## src/rtl/magic_nmi_sched_pkg.sv

```systemverilog
// Shared types and constants for the magic NMI scheduler.
package magic_nmi_sched_pkg;

    typedef enum logic [1:0] {
        CAUSE_NONE  = 2'd0,
        CAUSE_MAGIC = 2'd1,
        CAUSE_PAUSE = 2'd2,
        CAUSE_EXT   = 2'd3
    } nmi_cause_t;

    typedef enum logic [2:0] {
        IDLE,
        WAIT_FRAME,
        ASSERT,
        SERVICE,
        HOLDOFF
    } nmi_sched_state_t;

    localparam logic [15:0] NMI_VECTOR = 16'h0066;

endpackage

```

## src/rtl/magic_nmi_sched_btn.sv

```systemverilog
// Button debouncer: two-flop synchroniser, then the level must hold for
// 2^DEBOUNCE_W cycles before the stable output follows it.
module btn_debounce #(
    parameter int unsigned DEBOUNCE_W = 16
) (
    input  logic clk28,
    input  logic rst,
    input  logic raw,
    output logic stable,
    output logic rise
);

    logic [1:0]            sync;
    logic [DEBOUNCE_W-1:0] cnt;

    always_ff @(posedge clk28) begin
        if (rst) begin
            sync   <= '0;
            cnt    <= '0;
            stable <= 1'b0;
            rise   <= 1'b0;
        end else begin
            sync <= {sync[0], raw};
            rise <= 1'b0;
            // Counting runs only while the input disagrees with the stable level.
            if (sync[1] == stable) begin
                cnt <= '0;
            end else if (cnt == '1) begin
                cnt    <= '0;
                stable <= sync[1];
                rise   <= sync[1];
            end else begin
                cnt <= cnt + 1'b1;
            end
        end
    end

endmodule

```

## src/rtl/magic_nmi_sched.sv

```systemverilog
// Magic NMI scheduler: debounced button requests, fixed-priority arbitration,
// frame-aligned NMI with acknowledge/timeout/holdoff. Optional MAGIC_NMI_EXT_EN
// enables ext_req as a third, lowest-priority source.
import magic_nmi_sched_pkg::*;

module magic_nmi_sched #(
    parameter int unsigned DEBOUNCE_W     = 16,
    parameter int unsigned TIMEOUT_FRAMES = 4,
    parameter int unsigned HOLDOFF_FRAMES = 2
) (
    input  logic        clk28,
    input  logic        rst,
    input  logic        magic_button,
    input  logic        pause_button,
    input  logic        ext_req,
    input  logic        n_int,
    input  logic        n_int_next,
    input  logic        m1,
    input  logic        mreq,
    input  logic [15:0] a,
    input  logic        magic_mode,
    input  logic        cause_rd,
    output logic        n_nmi,
    output logic [1:0]  nmi_cause,
    output logic        busy
);

    if (TIMEOUT_FRAMES < 1 || TIMEOUT_FRAMES > 7) begin : g_bad_timeout
        $error("TIMEOUT_FRAMES must be in 1..7");
    end
    if (HOLDOFF_FRAMES < 1 || HOLDOFF_FRAMES > 7) begin : g_bad_holdoff
        $error("HOLDOFF_FRAMES must be in 1..7");
    end

    localparam logic [2:0] TMO_LAST = 3'(TIMEOUT_FRAMES - 1);
    localparam logic [2:0] HLD_LAST = 3'(HOLDOFF_FRAMES - 1);

    nmi_sched_state_t state_q, state_d;
    nmi_cause_t       cause_q, win_cause;
    logic [2:0]       frame_cnt;
    logic             frame_strobe, ack, any_pend;
    logic             magic_level, magic_rise, pause_level, pause_rise;
    logic             pend_magic, pend_pause, pend_ext;
    logic             mm_seen, n_nmi_q, n_nmi_d, serve, abandon;
    logic             unused_levels;

    assign frame_strobe  = n_int & ~n_int_next;
    assign ack           = m1 & mreq & (a == NMI_VECTOR);
    assign unused_levels = magic_level ^ pause_level;

    btn_debounce #(.DEBOUNCE_W(DEBOUNCE_W)) u_magic_db (
        .clk28 (clk28),
        .rst   (rst),
        .raw   (magic_button),
        .stable(magic_level),
        .rise  (magic_rise)
    );

    btn_debounce #(.DEBOUNCE_W(DEBOUNCE_W)) u_pause_db (
        .clk28 (clk28),
        .rst   (rst),
        .raw   (pause_button),
        .stable(pause_level),
        .rise  (pause_rise)
    );

    // A new request in the serve cycle wins over the clear.
    always_ff @(posedge clk28) begin
        if (rst) begin
            pend_magic <= 1'b0;
            pend_pause <= 1'b0;
        end else begin
            if (serve && win_cause == CAUSE_MAGIC) pend_magic <= 1'b0;
            if (magic_rise)                        pend_magic <= 1'b1;
            if (serve && win_cause == CAUSE_PAUSE) pend_pause <= 1'b0;
            if (pause_rise)                        pend_pause <= 1'b1;
        end
    end

`ifdef MAGIC_NMI_EXT_EN
    always_ff @(posedge clk28) begin
        if (rst) begin
            pend_ext <= 1'b0;
        end else begin
            if (serve && win_cause == CAUSE_EXT) pend_ext <= 1'b0;
            if (ext_req)                         pend_ext <= 1'b1;
        end
    end
`else
    logic unused_ext;
    assign pend_ext   = 1'b0;
    assign unused_ext = ext_req;
`endif

    assign any_pend = pend_magic | pend_pause | pend_ext;

    always_comb begin
        win_cause = CAUSE_NONE;
        if (pend_magic)      win_cause = CAUSE_MAGIC;
        else if (pend_pause) win_cause = CAUSE_PAUSE;
        else if (pend_ext)   win_cause = CAUSE_EXT;
    end

    always_ff @(posedge clk28) begin
        if (rst) state_q <= IDLE;
        else     state_q <= state_d;
    end

    always_comb begin
        state_d = state_q;
        case (state_q)
            IDLE:       if (any_pend && !magic_mode) state_d = WAIT_FRAME;
            WAIT_FRAME: begin
                if (magic_mode)        state_d = IDLE;
                else if (frame_strobe) state_d = ASSERT;
            end
            ASSERT: begin
                if (ack)                                     state_d = SERVICE;
                else if (frame_strobe && frame_cnt == TMO_LAST) state_d = IDLE;
            end
            // Leave once the session has come and gone, or if it never started.
            SERVICE: begin
                if (mm_seen && !magic_mode)
                    state_d = HOLDOFF;
                else if (!mm_seen && !magic_mode && frame_strobe && frame_cnt == TMO_LAST)
                    state_d = HOLDOFF;
            end
            HOLDOFF:    if (frame_strobe && frame_cnt == HLD_LAST) state_d = IDLE;
            default:    state_d = IDLE;
        endcase
    end

    always_comb begin
        serve   = (state_q == WAIT_FRAME) && (state_d == ASSERT);
        abandon = (state_q == ASSERT) && (state_d == IDLE);
        n_nmi_d = (state_d != ASSERT);
    end

    // Frame counter restarts on every state change and saturates at 7.
    always_ff @(posedge clk28) begin
        if (rst) begin
            n_nmi_q   <= 1'b1;
            cause_q   <= CAUSE_NONE;
            frame_cnt <= '0;
            mm_seen   <= 1'b0;
        end else begin
            n_nmi_q <= n_nmi_d;
            if (serve)                   cause_q <= win_cause;
            else if (abandon || cause_rd) cause_q <= CAUSE_NONE;
            if (state_d != state_q)                  frame_cnt <= '0;
            else if (frame_strobe && frame_cnt != '1) frame_cnt <= frame_cnt + 1'b1;
            if (state_d != state_q)                     mm_seen <= 1'b0;
            else if (state_q == SERVICE && magic_mode)  mm_seen <= 1'b1;
        end
    end

    assign n_nmi     = n_nmi_q;
    assign nmi_cause = cause_q;
    assign busy      = (state_q != IDLE);

endmodule

```

## config.mk

```make
export PLATFORM = sky130hd
export DESIGN_NAME = magic_nmi_sched
export DESIGN_NICKNAME = d
export VERILOG_FILES = /design/src/rtl/magic_nmi_sched_pkg.sv /design/src/rtl/magic_nmi_sched_btn.sv /design/src/rtl/magic_nmi_sched.sv
export SDC_FILE = /design/constraint.sdc
export NUM_CORES = 1
export LEC_CHECK = 0
export CORE_MARGIN = 1
export CORE_UTILIZATION = 50
export DETAILED_ROUTE_END_ITERATION = 12
export DONT_BUFFER_PORTS = 1
export PLACE_DENSITY = 0.66
export RECOVER_POWER = 50
export SLEW_MARGIN = 5
export SYNTH_ARGS = -nofsm -noshare
export SYNTH_HDL_FRONTEND = slang
export SYNTH_SLANG_ARGS = --single-unit
export TNS_END_PERCENT = 1
```

## constraint.sdc

```tcl
create_clock -name clk28 -period 1.9 [get_ports clk28]
set_input_delay 0.285 -clock clk28 [delete_from_list [all_inputs] [get_ports clk28]]
set_output_delay 0.285 -clock clk28 [all_outputs]
set_load 0.1 [all_outputs]
```

==> run_results.csv <==
group,metric,value,unit
pwr,p_leak,0.937,nW
clock_network,path_clk_slew,90,ps
logic_synthesis,syn_area,2370,sq um
sta,worst_pin_slew,565,ps
logic_synthesis,syn_nets,300,
critical_path,critPathRequiredTime,2130,ps
place,port_buffers,0,
clock_network,clock_path_buffers,2,
pwr,pwr-share-seq,51.1,%
global_route,antenna_found_initial,0,
die,rows,24,
logic_synthesis,ys_ff_latch,52,
die,core_area,4440,sq um
detailed_routing,wl_per_cell,12.1,um
clock_network,ctsHoldBuffers,0,
logic_synthesis,synth-main-ff-cell,"dfxtp_1",
detailed_routing,viasPerCell,5.34,
run,drv_cap,0,
logic_synthesis,syn_inst,267,
clock_network,cts.sinks,52,
clock_network,cts_setup_buffers,0,
pwr,swShare,17.7,%
global_route,use_met1,23.0,%
layout,layout_commonest_cell,"nor2_1",
place,place_area,2500,sq um
detailed_routing,wl,4040,um
logic_synthesis,synthArstFlopShare,0,%
clock_network,tritoncts,"yes",
detailed_routing,antenna_left,0,
logic_synthesis,yosysUniqueCellTypes,43,
sta,hold_ws,37.8,ps
global_route,grt.met3_usage,4.56,%
global_route,busiest_layer,"met2",
sta,finalSetupViolations,0,
layout,drive_gt1_share,10.3,%
place,hpwl,2940,um
global_route,grt_pass1_vias,1746,
layout,fin_nets,313,
pwr,combinationalPowerShare,2.3,%
die,die_w,70.8,um
detailed_routing,vias,1778,
min_path,hold_class,"input pin to register",
layout,antenna_cells,0,
critical_path,cp.arrival,2000,ps
global_route,grt_max_degree,23,
layout,layout_common_cells,"nor2_1 (54), dfxtp_1 (51), nand3_1 (24)",
sta,final_hold_viol_count,0,
pwr,power_switching,0.000383,W
critical_path,critPathLaunchType,"register",
sta,layout_min_cycle_time,1780,ps
sta,maxSlewViolCount,0,
layout,fin_util,59.7,%
status,status,"finished with violations",
logic_synthesis,yosys_warnings,0,
sta,max_freq,0.563,GHz
die,start_util,53.2,%
clock_network,cts_made_buffers,5,
clock_network,cts_root_buf,"clkbuf_8",
sta,grt_setup_unrepaired,"no",
place,place_congestion,0.816,
sta,setup_tns,0,ps
die,ioPinCount,31,
clock_network,cts_htree_levels,2,
global_route,overflow,0,
global_route,grt_usage,18.3,%
sta,slew_headroom,62.4,%
sta,clock_skew,7.39,ps
pwr,powerDensity,817,nW/um^2
clock_network,cts_resized,0,
die,die_h,70.8,um
pwr,vdd_drop_max,0.000526,V
status,violations,"DRC",
clock_network,clk_latency,300,ps
detailed_routing,drt_first_iter_violations,96,
logic_synthesis,seq_area_frac_synth,44.0,%
global_route,grt_pass1_wl,7340,um
detailed_routing,drc_errors,13,
critical_path,critical_path_peak_fanout,4,
detailed_routing,first_pass_iters,8,
layout,syn2layout_area_growth,12.1,%
logic_synthesis,synth-edff-count,0,
sta,period_share,93.5,%
logic_synthesis,avgSynthCellArea,8.86,sq um
critical_path,crit_type,"register to register",
layout,design_area,2650,sq um
pwr,p_total,0.00217,W
die,dieArea,5010,sq um
critical_path,cp-end-kind,"register",
global_route,use_met2,30.4,%
pwr,p_clk_share,46.7,%
pwr,internal_power,0.00178,W
power groups by stage:
stage | registers (W) | clock network (W) | logic [W]
CTS | 0.00111 | 0.00104 | 0.0000493
floorplan | 0.00113 | 0 | 0.0000454
global placement | 0.00113 | 0 | 0.0000483
finish | 0.00111 | 0.00101 | 0.0000492
detailed placement | 0.00113 | 0 | 0.0000489
global route | 0.00111 | 0.00109 | 0.0000563
layer usage:
metal	wire length [um]	part of all wire (%)
met1	2010	50
met2	1760	44
met3	212	5.2
met4	59	1.5
met5	0	0
synthesized netlist by cell type, drive strengths merged, types with 4 or more instances:
library cell	instances	area [sq um]
inv	9	33.8
dfxtp	52	1040
nor3	4	20.0
xnor2	14	123
nor2	54	203
nor2b	10	70.1
nand2	10	37.5
nand3	24	120
nand4	6	37.5
and4	4	35.0
a21oi	6	30.0
xor2	17	149
ha	6	75.1
and3	9	57.6
path summary, 6_finish.rpt:
path / to / cells after the start / from / slack (ps)
max: frame_cnt[1]$_SDFFE_PP0P_ / 6 / frame_cnt[1]$_SDFFE_PP0P_ / 120
min: state_q[1]$_SDFF_PP0_ / 1 / rst / 40
max reg2reg: frame_cnt[1]$_SDFFE_PP0P_ / 6 / frame_cnt[1]$_SDFFE_PP0P_ / 120
min reg2reg: u_magic_db.sync[1]$_SDFF_PP0_ / 1 / u_magic_db.sync[0]$_SDFF_PP0_ / 440
area by class of cell:
| type | instances | area [sq um] |
|---|---|---|
| Clock buffer | 5 | 68.8 |
| Clock inverter | 3 | 90.1 |
| Fill cell | 406 | 1790 |
| Inverter | 9 | 33.8 |
| Multi-Input combinational cell | 200 | 1270 |
| Sequential cell | 52 | 1040 |
| Tap cell | 52 | 65.1 |
| Timing Repair Buffer | 12 | 85.1 |
state kept, by name, indices dropped and copies added (netlist names):
name	cells
frame_cnt	3
pend_magic	1
u_magic_db.rise	1
u_magic_db.cnt	16
nmi_cause	2
u_pause_db.rise	1
u_magic_db.sync	2
pend_pause	1
u_pause_db.sync	2
u_pause_db.cnt	16
mm_seen	1
n_nmi	1
u_pause_db.stable	1
u_magic_db.stable	1
state_q	3
kinds of logic (layout without fill, tap and decap cells):
kind of cell	Yosys count	after routing	synth area share, %
buffers and inverters	15	29	2.64
DFF	52	52	44.0
AOI/OAI and AO/OA	22	22	7.72
adders and majority gates	6	6	3.17
and+or+nand+nor	139	139	30.1
muxes	2	2	0.846
xor gates and xnor gates	31	31	11.5
critical path: stages, from the launching register on:
cell	delay, ps
dfxtp_1	360
inv_1	50
ha_1	160
a311o_1	360
a2111oi_4	370
o221ai_2	200
a211oi_2	210
per-stage QoR:
stage / worst slack, ps / instances
floorplan: 172 / 267
global placement: 125 / 325
detailed placement: 87.4 / 325
CTS: 64.6 / 333
global route: 24.9 / 333
finish: 123 / 333
Note: power is estimated with default switching activity, not from simulation.
